`config.mk`:
```
export PLATFORM = sky130hd
export DESIGN_NAME = ddr_rd_port_arbiter
export DESIGN_NICKNAME = d
export VERILOG_FILES = /design/src/rtl/ddr_rd_port_arbiter_pkg.sv /design/src/rtl/ddr_rd_rr_arb.sv /design/src/rtl/ddr_rd_port_arbiter.sv
export SDC_FILE = /design/constraint.sdc
export NUM_CORES = 1
export LEC_CHECK = 0
export ABC_AREA = 1
export BUFFER_PORTS_ARGS = -buffer_cell sky130_fd_sc_hd__buf_2
export CAP_MARGIN = 40
export CORE_ASPECT_RATIO = 0.8
export CORE_MARGIN = 4
export CORE_UTILIZATION = 35
export CTS_CLUSTER_SIZE = 24
export DETAILED_ROUTE_END_ITERATION = 6
export PLACE_DENSITY_LB_ADDON = 0.08
export SYNTH_ARGS = -nofsm -noshare
export SYNTH_HDL_FRONTEND = slang
export SYNTH_HIERARCHICAL = 1
export SYNTH_SLANG_ARGS = --single-unit
```
`constraint.sdc`:
```
create_clock -name i_clk -period 5.35 [get_ports i_clk]
set_input_delay 0.535 -clock i_clk [delete_from_list [all_inputs] [get_ports i_clk]]
set_output_delay 0.535 -clock i_clk [all_outputs]
set_load 0.02 [all_outputs]
```
`src/rtl/ddr_rd_port_arbiter_pkg.sv`:
```
// ddr_rd_port_arbiter_pkg: FSM state encoding and helper functions shared by the DDR read port arbiter
package ddr_rd_port_arbiter_pkg;
  typedef enum logic [1:0] {IDLE = 2'd0, ISSUE = 2'd1, WAIT_FIN = 2'd2} state_t;
  function automatic int clog2(input int n);
    int r;
    r = 0;
    for (int i = 0; i < 31; i++) if ((1 << i) < n) r = i + 1;
    return r;
  endfunction
  function automatic logic [63:0] min_bytes(input logic [63:0] a, input logic [63:0] b);
    return a < b ? a : b;
  endfunction
  function automatic logic [63:0] rr_pick(input logic [63:0] req, input int ptr, input int n);
    logic [63:0] g;
    g = '0;
    for (int i = 0; i < 64; i++)
      if (i < n && g == '0 && req[(ptr + i) % n]) g[(ptr + i) % n] = 1'b1;
    return g;
  endfunction
endpackage

```
`src/rtl/ddr_rd_rr_arb.sv`:
```
// ddr_rd_rr_arb: combinational one-hot pick, round-robin from ptr (mode 0) or fixed priority from port 0 (mode 1)
module ddr_rd_rr_arb
  import ddr_rd_port_arbiter_pkg::*;
#(
  parameter int P_PORT_NUM = 4,
  parameter int P_ARB_MODE = 0,
  parameter int PW = clog2(P_PORT_NUM)
) (
  input  logic [P_PORT_NUM-1:0] req,
  input  logic [PW-1:0]         ptr,
  output logic [P_PORT_NUM-1:0] grant
);
  always_comb grant = P_PORT_NUM'(rr_pick(64'(req), P_ARB_MODE == 1 ? 0 : int'(ptr), P_PORT_NUM));
endmodule

```
`src/rtl/ddr_rd_port_arbiter.sv`:
```
// ddr_rd_port_arbiter: arbitrates per-port DDR read requests, splits each into bursts, pulses done and counts completions
module ddr_rd_port_arbiter
  import ddr_rd_port_arbiter_pkg::*;
#(
  parameter int P_PORT_NUM         = 4,
  parameter int C_M_AXI_ADDR_WIDTH = 32,
  parameter int P_DDR_LOCAL_QUEUE  = 3,
  parameter int P_MAX_BURST_BYTE   = 4096,
  parameter int P_ARB_MODE         = 0,
  parameter int P_CNT_WIDTH        = 16
) (
  input  logic                                       i_clk,
  input  logic                                       i_rst_n,
  input  logic [P_PORT_NUM-1:0]                      i_req_valid,
  output logic [P_PORT_NUM-1:0]                      o_req_ready,
  input  logic [P_PORT_NUM*P_DDR_LOCAL_QUEUE-1:0]    i_req_queue,
  input  logic [P_PORT_NUM*C_M_AXI_ADDR_WIDTH-1:0]   i_req_byte,
  output logic                                       o_ddr_rd_valid,
  input  logic                                       i_ddr_rd_ready,
  output logic [P_DDR_LOCAL_QUEUE-1:0]               o_ddr_rd_queue,
  output logic [C_M_AXI_ADDR_WIDTH-1:0]              o_ddr_rd_byte,
  output logic [clog2(P_PORT_NUM)-1:0]               o_ddr_rd_port,
  output logic                                       o_ddr_rd_last,
  input  logic                                       i_ddr_rd_finish,
  output logic [P_PORT_NUM-1:0]                      o_port_done,
  output logic [P_PORT_NUM-1:0]                      o_port_busy,
  output logic [P_PORT_NUM*P_CNT_WIDTH-1:0]          o_done_cnt
);
  localparam int N = P_PORT_NUM, AW = C_M_AXI_ADDR_WIDTH, Q = P_DDR_LOCAL_QUEUE, CW = P_CNT_WIDTH;
  localparam int PW = clog2(P_PORT_NUM);
  state_t state, state_nx;
  logic [PW-1:0] port, ptr, sel, fin_port;
  logic [Q-1:0] queue;
  logic [AW-1:0] rem, chunk, req_byte;
  logic [N-1:0] grant, done;
  logic [N*CW-1:0] cnt;
  logic acc, last, fin;
  ddr_rd_rr_arb #(.P_PORT_NUM(N), .P_ARB_MODE(P_ARB_MODE), .PW(PW)) u_arb (
    .req(i_req_valid), .ptr(ptr), .grant(grant)
  );
  always_comb begin
    sel = '0;
    for (int i = 0; i < N; i++) if (grant[i]) sel = PW'(i);
  end
  assign acc      = state == IDLE && |grant;
  assign req_byte = i_req_byte[int'(sel)*AW +: AW];
  assign chunk    = AW'(min_bytes(64'(rem), 64'(P_MAX_BURST_BYTE)));
  assign last     = 64'(rem) <= 64'(P_MAX_BURST_BYTE);
  // zero-byte requests complete straight from IDLE without touching the DDR channel
  assign fin      = (acc && req_byte == '0) || (state == WAIT_FIN && i_ddr_rd_finish);
  assign fin_port = state == IDLE ? sel : port;
  assign o_req_ready    = state == IDLE ? grant : '0;
  assign o_ddr_rd_valid = state == ISSUE;
  assign o_ddr_rd_byte  = state == ISSUE ? chunk : '0;
  assign o_ddr_rd_last  = state == ISSUE && last;
  assign o_ddr_rd_queue = state == ISSUE ? queue : '0;
  assign o_ddr_rd_port  = state == ISSUE ? port : '0;
  assign o_port_done    = done;
  // busy extends into the done cycle, where the FSM is already back in IDLE
  assign o_port_busy    = state != IDLE ? N'(1) << port : done;
  assign o_done_cnt     = cnt;
  always_ff @(posedge i_clk or negedge i_rst_n)
    if (!i_rst_n) state <= IDLE;
    else state <= state_nx;
  always_comb begin
    state_nx = state;
    case (state)
      IDLE:     state_nx = acc && req_byte != '0 ? ISSUE : IDLE;
      ISSUE:    state_nx = i_ddr_rd_ready && last ? WAIT_FIN : ISSUE;
      WAIT_FIN: state_nx = i_ddr_rd_finish ? IDLE : WAIT_FIN;
      default:  state_nx = IDLE;
    endcase
  end
  always_ff @(posedge i_clk or negedge i_rst_n)
    if (!i_rst_n) begin
      port  <= '0;
      queue <= '0;
      rem   <= '0;
      ptr   <= '0;
      done  <= '0;
      cnt   <= '0;
    end else begin
      done <= fin ? N'(1) << fin_port : '0;
      if (acc) begin
        port  <= sel;
        queue <= i_req_queue[int'(sel)*Q +: Q];
        rem   <= req_byte;
      end
      if (state == ISSUE && i_ddr_rd_ready) rem <= rem - chunk;
      if (fin) begin
        ptr <= fin_port == PW'(N - 1) ? '0 : fin_port + 1'b1;
        if (~&cnt[int'(fin_port)*CW +: CW]) cnt[int'(fin_port)*CW +: CW] <= cnt[int'(fin_port)*CW +: CW] + 1'b1;
      end
    end
endmodule

```
# Word-level counts from Yosys, hierarchy flattened
# Cells that the tools add are included.
# word_totals
register_bits	109
inputBits	148
output_inout_bits	115
elab_cells	113
# op_classes
addsub	7
multipliers	1
order_cmp	10
eq_ne	3
shift	7
muxes	42
bitwise_logic	7
n_reduce_logical	29
# op_table
operator	n
64-bit logical NOT	3
32-bit two-way mux	4
64-bit two-way mux	2
64-bit OR	2
128-bit by 8-bit variable part select with 32-bit output	1
64-bit bitwise mux	1
16-bit by 33-bit variable shift with 64-bit output (first input constant)	1
16-bit by 33-bit variable part select with 64-bit output	1
64-bit by 7-bit variable part select with 16-bit output	1
6-bit negator with 33-bit output	1
32-bit by 13-bit <= comparator with 1-bit output (second input constant)	1
32-bit logical NOT	1
32-bit by 13-bit less-than comparator with 1-bit output (second input constant)	1
32-bit nonzero test	1
32-bit subtractor	1
3-bit by 8-bit less-than comparator with 1-bit output (second input constant)	3
4-bit two-way mux	5
16-bit by 1-bit adder with 16-bit output (second input constant)	1
16-bit AND reduction	1
1-bit logical AND	14
2-bit two-way mux	7
1-bit two-way mux	13
12-bit by 5-bit variable part select with 3-bit output	1
1-bit binary-select mux with 3-bit select	3
23 further kinds	36

# Longest topological paths before layout
# logic_depth
word_depth	23
mapped_depth	35

# Cells and area by module
# The synthesis kept the hierarchy.
# by_module_without_submodules
module	n_inst	cells_each	area_each_um2
ddr_rd_port_arbiter	1	1388	8816.0
ddr_rd_rr_arb	1	84	490.5

# Worst setup path after synthesis
# No wires, ideal clock.
# synth_timing
path_type	register to register
startpoint	reg ptr[0]
endpoint	reg cnt[6], in the netlist o_done_cnt[6]
t_arrival_ns	4.203
path_slack_ns	1.070
path_stages_with_launch	31
period_less_slack_ns	4.280
cell_sequence	dfrtp_1 > inv_2 > ha_1 > inv_1 > nand3_1 > nand2_1 > inv_1 > nand2_2 > inv_2 > nand3_1 > nand2_2 > nor2_2 > nand3_1 > nand2_2 > nor2_2 > nand3_1 > nand2_1 > inv_2 > nand2_1 > nand3_4 > nand2_4 > buf_2 > inv_2 > clkbuf_1 > clkbuf_1 > ha_1 > inv_1 > nor3_1 > nand4_4 > buf_4 > o21ai_1
# synth_lines
element	line	rtl
from (decl)	ddr_rd_port_arbiter.sv:32	logic [PW-1:0] port, ptr, sel, fin_port;
from (signal assigned)	ddr_rd_port_arbiter.sv:91	ptr <= fin_port == PW'(N - 1) ? '0 : fin_port + 1'b1;
2-bit by 1-bit adder with 2-bit output	ddr_rd_port_arbiter_pkg.sv:17	if (i < n && g == '0 && req[(ptr + i) % n]) g[(ptr + i) % n] = 1'b1;
2-bit OR reduction (no source line)	-	
1-bit AND (no source line)	-	
3-bit by 8-bit less-than comparator with 1-bit output (implied by the code) / 3-bit by 1-bit >= comparator with 1-bit output (equally long branches)	ddr_rd_port_arbiter_pkg.sv:17	
1-bit logical AND (implied by the code)	ddr_rd_port_arbiter_pkg.sv:17	
1-bit two-way mux (implied by the code)	ddr_rd_port_arbiter_pkg.sv:17	
1-bit demux with 3-bit select	-	
64-bit OR (no source line)	-	
[6 not listed]	-	
4-bit two-way mux (*)	ddr_rd_port_arbiter_pkg.sv:17	
named net grant[2]	ddr_rd_port_arbiter.sv:35	logic [N-1:0] grant, done;
2-bit two-way mux (2 in a row)	ddr_rd_port_arbiter.sv:43	for (int i = 0; i < N; i++) if (grant[i]) sel = PW'(i);
2-bit two-way mux / 128-bit by 8-bit variable part select with 32-bit output (equally long branches)	ddr_rd_port_arbiter.sv:51, ddr_rd_port_arbiter.sv:46	
64-bit by 7-bit variable part select with 16-bit output / 32-bit logical NOT (equally long branches)	ddr_rd_port_arbiter.sv:92, ddr_rd_port_arbiter.sv:50	
16-bit by 1-bit adder with 16-bit output, or another cell as far along	ddr_rd_port_arbiter.sv:92	if (~&cnt[int'(fin_port)*CW +: CW]) cnt[int'(fin_port)*CW +: CW] <= cnt[int'(fin_port)*CW +: CW] + 1'b1;
16-bit by 33-bit variable part select with 64-bit output, or another cell as far along	ddr_rd_port_arbiter.sv:92	
64-bit bitwise mux / 2-bit AND reduction (equally long branches)	-	
to (signal assigned)	ddr_rd_port_arbiter.sv:81	cnt <= '0;
to (decl)	ddr_rd_port_arbiter.sv:36	logic [N*CW-1:0] cnt;
# The timed path passes the listed nets; every way through them passes the cells marked *. The select of a mux whose other input is x is not followed.
# A chain may end at the register's enable or synchronous reset.

# Worst setup path in the final report
# layout_timing
startpoint	reg ptr[1]
endpoint	reg cnt[35], in the netlist o_done_cnt[35]
# layout_lines
element	line
2-bit by 1-bit adder with 2-bit output	ddr_rd_port_arbiter_pkg.sv:17
2-bit OR reduction (no source line)	-
1-bit AND (no source line)	-
3-bit by 8-bit less-than comparator with 1-bit output (implied by the code) / 3-bit by 1-bit >= comparator with 1-bit output (equally long branches)	ddr_rd_port_arbiter_pkg.sv:17
1-bit logical AND (implied by the code)	ddr_rd_port_arbiter_pkg.sv:17
1-bit two-way mux (implied by the code)	ddr_rd_port_arbiter_pkg.sv:17
1-bit demux with 3-bit select	-
64-bit OR (no source line)	-
[6 not listed]	-
4-bit two-way mux (*)	ddr_rd_port_arbiter_pkg.sv:17
named net grant[3]	ddr_rd_port_arbiter.sv:35
2-bit two-way mux	ddr_rd_port_arbiter.sv:43
2-bit two-way mux / 128-bit by 8-bit variable part select with 32-bit output (equally long branches)	ddr_rd_port_arbiter.sv:51, ddr_rd_port_arbiter.sv:46
64-bit by 7-bit variable part select with 16-bit output / 32-bit logical NOT (equally long branches)	ddr_rd_port_arbiter.sv:92, ddr_rd_port_arbiter.sv:50
16-bit by 1-bit adder with 16-bit output, or another cell as far along	ddr_rd_port_arbiter.sv:92
16-bit by 33-bit variable part select with 64-bit output, or another cell as far along	ddr_rd_port_arbiter.sv:92
64-bit bitwise mux / 2-bit AND reduction (equally long branches)	-
# Marked as above.

==> reports/summary.txt <==
status - completed
met2 usage in global routing - 33.8%
sequential share of power - 22.6%
CTS clk-pin slew, worst paths - 0.08 ns
R2R depth - 29
Root Driver - clkbuf_16
Tmin final - 4.77 ns
YS warnings - 6
design area - 0.0111 mm2
gpl congestion - 0.897
number of enable flip-flop cells after synthesis - 0
DRT iter0 DRCs - 1021
Logic pwr share - 60.9%
Top FF cell, synth - dfrtp_1
CP max stage cell - dfrtp_2
sequential-to-total area share from yosys stat - 29.3%
worst-path maximum fanout - 35
Hold EP - state[1]$_DFF_PN0_
CP Launch Type - flip-flop
max incr delay on CP - 0.46 ns
core area - 0.0263 mm2
FF-to-FF End - o_done_cnt[35]$_DFFE_PN0P_
Synth Cell Area - 0.00931 mm2
met1 Use GR - 42.1%
Crit Reg-Reg Startpoint - ptr[1]$_DFFE_PN0N_
dpl hpwl - 29600 um
final wirelength - 37800 um
Final Hold Fails - 0
worst slack, placed - 0.460 ns
Reg2Reg Setup Slack - 0.58 ns
worst setup margin - 0.580 ns
Most Frequent Cell on Critical Path - nand2_1
port bufs - 243
critical path class - reg2reg
library cells used by synthesis - 45
Core Util, Final - 42.2%
CTS max path bufs - 2
Final setup viols - 0
number of remaining DRC errors - 0
first-pass GRT wire length - 57700 um
pin count of the biggest net entering global routing - 62
htree depth - 3
grt total ovfl - 0
Arr. time, crit path - 5.05 ns
Fin Setup TNS - 0 ns
clk_lat worst skew - 0.37 ns
Starting Density - 35.4%
footprint of the multi-input gates - 0.00547 mm2
gr usage total - 25.4%
Async SR Flop Fraction - 100%
vias in the first global route - 9726
LEAKAGE - 5.79 nW
fin nets - 1852
Maximum Capacitance Violations - 0
Max rail drop VDD - 0.491 mV
Die ar. - 0.0293 mm2
CTS tree - built
Die W - 190 um
relative slew slack - 43.1%
layer with the highest usage - met1
vias - 10360
GR Util met3 - 4.93%
share of cells above drive strength 1 - 21.5%
#FFs+latches synth - 109
Max Fclk - 0.210 GHz
total CTS buffers - 9
Vias/cell - 5.05
drt wl/cell - 18.4 um
max-slew violations - 0
FILL cells - 2845
Switching Power - 2.59 mW
1st-pass router iterations - 5
sw frac - 53.3%
P_int - 2.27 mW
most common cell after layout, fill and taps aside - nand2_1
Power Dens Cells - 439 mW/mm2
io pins - 263
Area growth, synth to finish - 19.2%
Worst Tran Pin Value - 0.851 ns
worst hold slack - 0.420 ns
antenna viol nets, final - 0
RSZ-0062 raised after global routing - no
Buf/Inv on CP - 7
Period Utilization, post-route - 89.2%
most frequent cells in the layout - 461 x nand2_1, 242 x buf_2, 156 x inv_1, 152 x nor2_1, 141 x nand3_1
num rows - 53
Max Clock Skew - 0.0159 ns
hold path depth - 2
Die Ht - 154 um
Worst EP required - 5.63 ns
DP Area - 0.0107 mm2
Gate Count Post-Synth - 1472
delay-heaviest family, CP - simple AND/OR/NAND/NOR gates
clock group share of total power - 16.5%
register area - 0.00273 mm2
clk sinks - 109
initial antenna violation count - 2
Syn Area/Cell - 6.32 um2
origin of the worst min-delay path - i_ddr_rd_finish
Hold Path Class - in2reg
crit path capture type - flip-flop
## registers in the layout, summed over array words and instances (netlist names)
name / cells
o_done_cnt: 64
o_port_done: 4
port: 2
ptr: 2
queue: 3
rem: 32
state: 2
## power groups by stage
stage	registers (mW)	clock network [mW]	logic [mW]
finish	1.10	0.803	2.96
global route	1.12	0.848	3.30
CTS	1.10	0.816	2.90
detailed placement	1.11	0	2.89
global placement	1.11	0	2.89
floorplan	1.07	0	2.09
## worst max-delay path by stage
stage	cells past startpoint	to	slack, ns	from
final	29	o_done_cnt[35]$_DFFE_PN0P_	0.58	ptr[1]$_DFFE_PN0N_
after CTS	30	o_done_cnt[63]$_DFFE_PN0P_	0.44	ptr[0]$_DFFE_PN0N_
after floorplan	30	o_done_cnt[6]$_DFFE_PN0P_	1.07	ptr[0]$_DFFE_PN0N_
after global placement	27	o_done_cnt[0]$_DFFE_PN0P_	0.47	ptr[0]$_DFFE_PN0N_
after global routing	30	o_done_cnt[27]$_DFFE_PN0P_	0.01	ptr[1]$_DFFE_PN0N_
after detailed placement	29	o_done_cnt[36]$_DFFE_PN0P_	0.46	ptr[1]$_DFFE_PN0N_
## area by class of cell
class,count,area share (%)
multi-input combinational,1128,49.3
sequential,109,24.6
timing repair buffer,269,13.1
inverter,170,5.80
tap,357,4.03
clock buffer,11,2.10
clock inverter,5,0.959
antenna,1,0.0226
## stage by stage
stage | power, mW | instances
floorplan | 3.16 | 1490
global placement | 4.00 | 2030
detailed placement | 4.00 | 2031
CTS | 4.81 | 2048
global route | 5.27 | 2049
finish | 4.86 | 2050
## worst reg2reg max path: cells and delay by family, from the launching register on
kind / cells / cell delay (ns)
simple gates: 20 / 2.68
buf+inv: 7 / 0.96
flops: 1 / 0.46
fa+ha+maj: 1 / 0.33
compound gates: 1 / 0.26
## cell usage after synthesis, types with 2 or more instances
| cell | count | area share [%] |
|---|---|---|
| inv_1 | 156 | 6.3 |
| nor2_1 | 153 | 6.2 |
| nand2_1 | 463 | 19 |
| nor3_1 | 17 | 0.91 |
| o41ai_1 | 2 | 0.19 |
| nor4_1 | 3 | 0.20 |
| xor2_1 | 8 | 0.75 |
| a21oi_1 | 40 | 2.2 |
| o22ai_1 | 9 | 0.60 |
| nand2_2 | 10 | 0.67 |
| nand3_4 | 5 | 0.94 |
| clkbuf_1 | 23 | 0.93 |
| ha_1 | 17 | 2.3 |
| o21ai_0 | 81 | 4.4 |
| nand2_4 | 6 | 0.73 |
| dfrtp_1 | 109 | 29 |
| nand4_1 | 15 | 1.0 |
| nand3b_1 | 15 | 1.2 |
| nor2_2 | 13 | 0.87 |
| o221ai_1 | 6 | 0.56 |
| o21ai_1 | 55 | 3.0 |
| buf_2 | 14 | 0.75 |
| inv_2 | 9 | 0.36 |
| buf_4 | 32 | 2.6 |
| nand3_2 | 5 | 0.54 |
| or2_1 | 2 | 0.13 |
| or2_2 | 20 | 1.3 |
| clkinv_1 | 4 | 0.16 |
| conb_1 | 2 | 0.081 |
| a31oi_1 | 2 | 0.13 |
| buf_6 | 14 | 1.7 |
| nand4_4 | 4 | 0.91 |
| o211ai_1 | 4 | 0.32 |
| o21bai_1 | 3 | 0.24 |
| nand3_1 | 141 | 7.6 |
## timing repair
item,4_1_cts,5_1_grt
resized for setup,0,8
hold buffers,1,0
endpoints found under the hold margin,3,0
setup endpoints to repair,0,64
buffers inserted,0,1
## metal layers
metal	share of wire, %	wire [um]
met1	53	19800
met2	39	14700
met3	7.5	2830
met4	0.93	350
met5	0.034	13
## cells by family (layout without fill, tap and decap cells)
family                     count (synthesis)  in the layout  synth area share, %
adders and majority gates                 17             17                 2.29
xor gates and xnor gates                   9              9                0.847
and+or+nand+nor                          874            874                 42.3
other                                      2             21               0.0807
AOI/OAI and AO/OA                        208            208                 12.3
DFF                                      109            109                 29.3
buffers and inverters                    253            455                 12.8
Note: power is estimated with default switching activity, not from simulation.
